--- src/rtl/iob_cache_wtbuf_merge.sv ---
// Write-through buffer with merging of writes to the youngest entry.
// Front-end writes queue in order and drain to the back-end over valid/ready.
// A hazard lookup reports whether a word address still has a write pending.
module iob_cache_wtbuf_merge #(
    parameter int unsigned ADDR_W   = 30,
    parameter int unsigned DATA_W   = 32,
    parameter int unsigned DEPTH_W  = 2,
    parameter int unsigned MERGE_EN = 1
) (
    input  logic                clk_i,
    input  logic                rst_i,
    input  logic                w_valid_i,
    input  logic [ADDR_W-1:0]   w_addr_i,
    input  logic [DATA_W-1:0]   w_data_i,
    input  logic [DATA_W/8-1:0] w_strb_i,
    output logic                w_ready_o,
    output logic                be_valid_o,
    output logic [ADDR_W-1:0]   be_addr_o,
    output logic [DATA_W-1:0]   be_data_o,
    output logic [DATA_W/8-1:0] be_strb_o,
    input  logic                be_ready_i,
    input  logic [ADDR_W-1:0]   rd_addr_i,
    output logic                rd_pending_o,
    output logic [DEPTH_W:0]    level_o,
    output logic                empty_o,
    output logic                full_o,
    output logic                merged_o
);

    localparam int unsigned NBYTES = DATA_W / 8;
    localparam int unsigned DEPTH  = 2 ** DEPTH_W;

    logic [ADDR_W-1:0] addr_mem [DEPTH];
    logic [DATA_W-1:0] data_mem [DEPTH];
    logic [NBYTES-1:0] strb_mem [DEPTH];

    logic [DEPTH_W-1:0] rd_ptr;
    logic [DEPTH_W-1:0] wr_ptr;
    logic [DEPTH_W-1:0] youngest;
    logic [DEPTH_W-1:0] offset;
    logic [DEPTH_W:0]   level;
    logic               merged;

    logic               strb_nz;
    logic               merge_hit;
    logic               merge_do;
    logic               push;
    logic               pop;
    logic [DATA_W-1:0]  merge_data;
    logic [NBYTES-1:0]  merge_strb;

    assign youngest   = wr_ptr - DEPTH_W'(1);
    assign strb_nz    = |w_strb_i;
    assign empty_o    = (level == '0);
    assign full_o     = (level == (DEPTH_W+1)'(DEPTH));
    assign level_o    = level;
    assign merged_o   = merged;
    assign be_valid_o = !empty_o;
    assign be_addr_o  = addr_mem[rd_ptr];
    assign be_data_o  = data_mem[rd_ptr];
    assign be_strb_o  = strb_mem[rd_ptr];

    // Merge only into the youngest entry, and only when it is not the head.
    assign merge_hit = (MERGE_EN != 0) && strb_nz &&
                       (level >= (DEPTH_W+1)'(2)) &&
                       (w_addr_i == addr_mem[youngest]);

    // Zero-strobe writes are always accepted and then discarded.
    assign w_ready_o = !full_o || merge_hit || !strb_nz;
    assign merge_do  = w_valid_i && merge_hit;
    assign push      = w_valid_i && strb_nz && !merge_hit && !full_o;
    assign pop       = be_valid_o && be_ready_i;

    // Byte-strobe combine of the incoming write onto the youngest entry.
    always_comb begin
        merge_data = data_mem[youngest];
        merge_strb = strb_mem[youngest] | w_strb_i;
        for (int unsigned b = 0; b < NBYTES; b++) begin
            if (w_strb_i[b]) begin
                merge_data[8*b +: 8] = w_data_i[8*b +: 8];
            end
        end
    end

    // Hazard lookup over every occupied slot, head included.
    always_comb begin
        rd_pending_o = 1'b0;
        offset       = '0;
        for (int unsigned i = 0; i < DEPTH; i++) begin
            offset = DEPTH_W'(i) - rd_ptr;
            if (({1'b0, offset} < level) && (addr_mem[i] == rd_addr_i)) begin
                rd_pending_o = 1'b1;
            end
        end
    end

    // Entry storage: new entries at wr_ptr, merges into the youngest slot.
    always_ff @(posedge clk_i) begin
        if (push) begin
            addr_mem[wr_ptr] <= w_addr_i;
            data_mem[wr_ptr] <= w_data_i;
            strb_mem[wr_ptr] <= w_strb_i;
        end else if (merge_do) begin
            data_mem[youngest] <= merge_data;
            strb_mem[youngest] <= merge_strb;
        end
    end

    // Pointers, occupancy counter and merge pulse.
    always_ff @(posedge clk_i) begin
        if (rst_i) begin
            rd_ptr <= '0;
            wr_ptr <= '0;
            level  <= '0;
            merged <= 1'b0;
        end else begin
            merged <= merge_do;
            if (push) begin
                wr_ptr <= wr_ptr + DEPTH_W'(1);
            end
            if (pop) begin
                rd_ptr <= rd_ptr + DEPTH_W'(1);
            end
            case ({push, pop})
                2'b10:   level <= level + (DEPTH_W+1)'(1);
                2'b01:   level <= level - (DEPTH_W+1)'(1);
                default: level <= level;
            endcase
        end
    end

endmodule

--- config.mk ---
export PLATFORM = sky130hd
export DESIGN_NAME = iob_cache_wtbuf_merge
export DESIGN_NICKNAME = d
export VERILOG_FILES = /design/src/rtl/iob_cache_wtbuf_merge.sv
export SDC_FILE = /design/constraint.sdc
export NUM_CORES = 1
export LEC_CHECK = 0
export CORE_UTILIZATION = 35
export CTS_CLUSTER_DIAMETER = 150
export DETAILED_ROUTE_END_ITERATION = 10
export GPL_ROUTABILITY_DRIVEN = 1
export PLACE_DENSITY = 0.6
export SLEW_MARGIN = 10
export SYNTH_ARGS = -nofsm -noshare
export SYNTH_HDL_FRONTEND = slang
export SYNTH_SLANG_ARGS = --single-unit
--- constraint.sdc ---
create_clock -name clk_i -period 11.85 [get_ports clk_i]
set_clock_uncertainty 0.1 [all_clocks]
set_input_delay 1.185 -clock clk_i [delete_from_list [all_inputs] [get_ports clk_i]]
set_output_delay 1.185 -clock clk_i [all_outputs]
set_load 0.01 [all_outputs]
==> flow_summary.toml <==
[outcome]
outcome = "completed"

[power]
netSwitchingPower_mw = 0.924
peakVddDrop_mv = 0.0962
power_frac_clock = 0.318
switching_share = 0.292
p_per_area_nw_per_um2 = 194
p_int_mw = 2.24
power_leakage_nw = 5.09
share_comb_of_total_power = 0.290
seqPwrFrac = 0.392

[timing]
relSlewSlack = 0.397
max_freq_mhz = 159
period_minus_slack_ns = 6.31
finalHoldViolations = 0
layout_worst_path_cycle_share = 0.532
drv_slew = 0
tightest_slew_ns = 0.904
finalSetupViolCount = 0
finalSetupTns_ns = 0
rsz0062_at_grt = "false"

[min_path]
worstHoldStart = "rd_ptr[1]$_SDFFE_PP0P_"
min_path_type = "reg2reg"
hold_depth = 3

[worst_setup_path]
path_cells = "clkinv_1, ha_1, buf_4, mux4_2, xnor2_1, nand4_1, nor4_2, nand3_1, nand3_1, clkdlybuf4s50_1"
r2r_slack_ns = 6.39
reg2reg_from = "wr_ptr[0]$_SDFFE_PP0P_"
crit_slowest_cell = "ha_1"
crit_path_end_kind = "output pin"
worstPathArrival_ns = 5.02
worstSetupPathType = "reg2out"
required_ns = 10.57
cp_max_fo = 29
path_common_cell = "nand3_1"
cp_slowest_stage_delay_ns = 0.87
reg2reg_depth = 16
start_kind = "flop"
worstReg2RegEnd = "level_o[2]$_SDFFE_PP0P_"

[yosys]
synth.area.mux_share = 0.174
yosys_warnings = 0
ys_types = 46
synth_async_sr_flop_share = 0
synth_edf_count = 264
synthesis.area_um2 = 13000
yosys.area.top_type_share = 0.609
synth_top_family_by_area = "multiplexers"
synth-compound-area-share = 0.0277
ys.flop_type = "edfxtp_1"
synth_fa_ha_area_frac = 0.0102
synth-simple-area-share = 0.0420
synth.area.top_cells = "edfxtp_1 61%, mux4_2 16%, xnor2_1 7.1%"
synthCells = 748
yosys.area.top_type = "edfxtp_1"
ys_seq_elements = 274
synth.avg_cell_area_um2 = 17.4
syn_nets = 858
synth_xor_area_frac = 0.102
yosysSeqAreaShare = 0.625

[global_routing]
grt_pass1_vias = 7703
overflow = 0
grt_max_degree = 50
grt_usage = 0.180
grt_pass1_wl_um = 50400
antenna_found_initial = 0

[cts]
cts_tree = "built"
clk_pin_slew_ns = 0.06
cts_buffers = 34
insertion_delay_ns = 0.52
htreeDepth = 2
postCtsSetupBuffers = 0
cts_buffer_depth = 3
cts_hold_buf = 0
cts_root_buf = "clkbuf_16"
cts_resized = 0
clkSinkCount = 274

[finish]
regArea_um2 = 8140
nets = 1027
syn_to_final_growth_pct = 25.4
antenna_cells = 0
fill_cells = 3221
drive_gt1_frac = 0.185
multi_input_area_um2 = 4630
fin_util = 0.445

[die]
io_pins = 175
die-area_um2 = 37900
die_h_um = 195
die_w_um = 195
rows = 70
core_area_um2 = 36600
start_util = 0.355

[drt]
final_antenna_net_count = 0
wire_per_inst_um = 24.1
totalWireLength_um = 34000
drcViolationCount = 0
dr.pass1.iters = 5
drt_iter0_markers = 714
vias_per_cell = 5.37
vias = 7571

[flow_run]
drv_cap = 0

[place]
io_buffers = 174
place_congestion = 0.855
hpwlAfterDp_um = 23900
## power by group through the flow
stage / clock [mW] / combinational [mW] / sequential, mW
after floorplan: 0 / 0.546 / 1.21
after global placement: 0 / 0.924 / 1.26
after detailed placement: 0 / 0.924 / 1.26
after CTS: 1.03 / 0.932 / 1.24
after global routing: 1.06 / 0.980 / 1.25
final: 1.01 / 0.919 / 1.24
## logic make-up after synthesis
logic type / after synthesis
buffers and inverters: 61
DFF: 274
muxes: 108
adders and majority gates: 10
and+or+nand+nor: 94
AOI/OAI and AO/OA: 50
xor gates and xnor gates: 151
## state kept, by name (all words and copies together), names as in the netlist, named ones only
name and flops:
merged_o 1, wr_ptr 2, strb_mem 16, rd_ptr 2, addr_mem 120, data_mem 128, level_o 3
## cells in the final DEF (no fill, tap or decap), types with 11 or more instances in the layout
cell type / count
edfxtp_1: 264
mux2i_1: 13
inv_1: 11
nand4_1: 28
clkbuf_16: 34
mux4_2: 95
nor4_1: 17
xnor2_1: 106
clkdlybuf4s50_1: 174
xor2_1: 45
## worst max path at each step
stage	startpoint	end	slack, ns	depth (start not counted)
finish	wr_ptr[0]$_SDFFE_PP0P_	w_ready_o	5.54	10
detailed placement	wr_ptr[0]$_SDFFE_PP0P_	w_ready_o	6.13	10
floorplan	wr_ptr[0]$_SDFFE_PP0P_	level_o[2]$_SDFFE_PP0P_	6.73	21
global route	wr_ptr[0]$_SDFFE_PP0P_	w_ready_o	5.27	10
global placement	wr_ptr[0]$_SDFFE_PP0P_	w_ready_o	6.16	10
CTS	wr_ptr[0]$_SDFFE_PP0P_	w_ready_o	5.56	10
## routing by layer
metal	vias up	wire length, um	track usage
li1	3338	-	-
met2	264	15800	0.279
met3	48	2180	0.0368
met4	0	769	0.0528
met1	3921	15300	0.257
met5	-	0	0
## synthesized netlist by cell type, types with 2 or more instances
| cell type | n |
|---|---|
| ha_1 | 9 |
| dfxtp_1 | 10 |
| o31ai_1 | 2 |
| or3_1 | 4 |
| nand3_1 | 6 |
| buf_4 | 3 |
| buf_1 | 11 |
| a21oi_1 | 10 |
| or4_1 | 2 |
| xor2_1 | 45 |
| nor3_1 | 2 |
| a21o_1 | 4 |
| buf_2 | 2 |
| mux2i_1 | 13 |
| o2111ai_1 | 5 |
| nand2b_1 | 3 |
| o22ai_1 | 2 |
| mux4_2 | 95 |
| inv_1 | 11 |
| nor2_1 | 10 |
| nand4_1 | 28 |
| a31o_2 | 10 |
| clkbuf_1 | 32 |
| o21ai_1 | 9 |
| nand2_1 | 10 |
| xnor2_1 | 106 |
| edfxtp_1 | 264 |
| and3_1 | 5 |
| nor4_1 | 17 |
| and4_1 | 2 |
## area by class of cell
| type | instances | share of cell area |
|---|---|---|
| Timing Repair Buffer | 182 | 0.110 |
| Sequential cell | 274 | 0.499 |
| Tap cell | 468 | 0.0359 |
| Inverter | 12 | 0.00276 |
| Clock inverter | 22 | 0.0132 |
| Clock buffer | 39 | 0.0545 |
| Multi-Input combinational cell | 413 | 0.284 |
## worst max-delay path, delay by kind of cell (launching register included)
family	cells	cell delay, ns
xor gates and xnor gates	1	0.17
adders and majority gates	1	0.87
buffers and inverters	3	1.32
DFF	1	0.34
muxes	1	0.37
and+or+nand+nor	4	1.40
## metrics by stage
stage               worst slack (ns)  power [mW]  hold slack, ns  area [um2]  std cells
floorplan                       6.73        1.76           0.466       13000        748
global placement                6.16        2.18           0.502       15200       1349
detailed placement              6.13        2.19           0.497       15200       1349
CTS                             5.56        3.20           0.505       16300       1410
global route                    5.27        3.29           0.535       16300       1410
finish                          5.54        3.16           0.516       16300       1410
(Power assumes the default switching activity.)
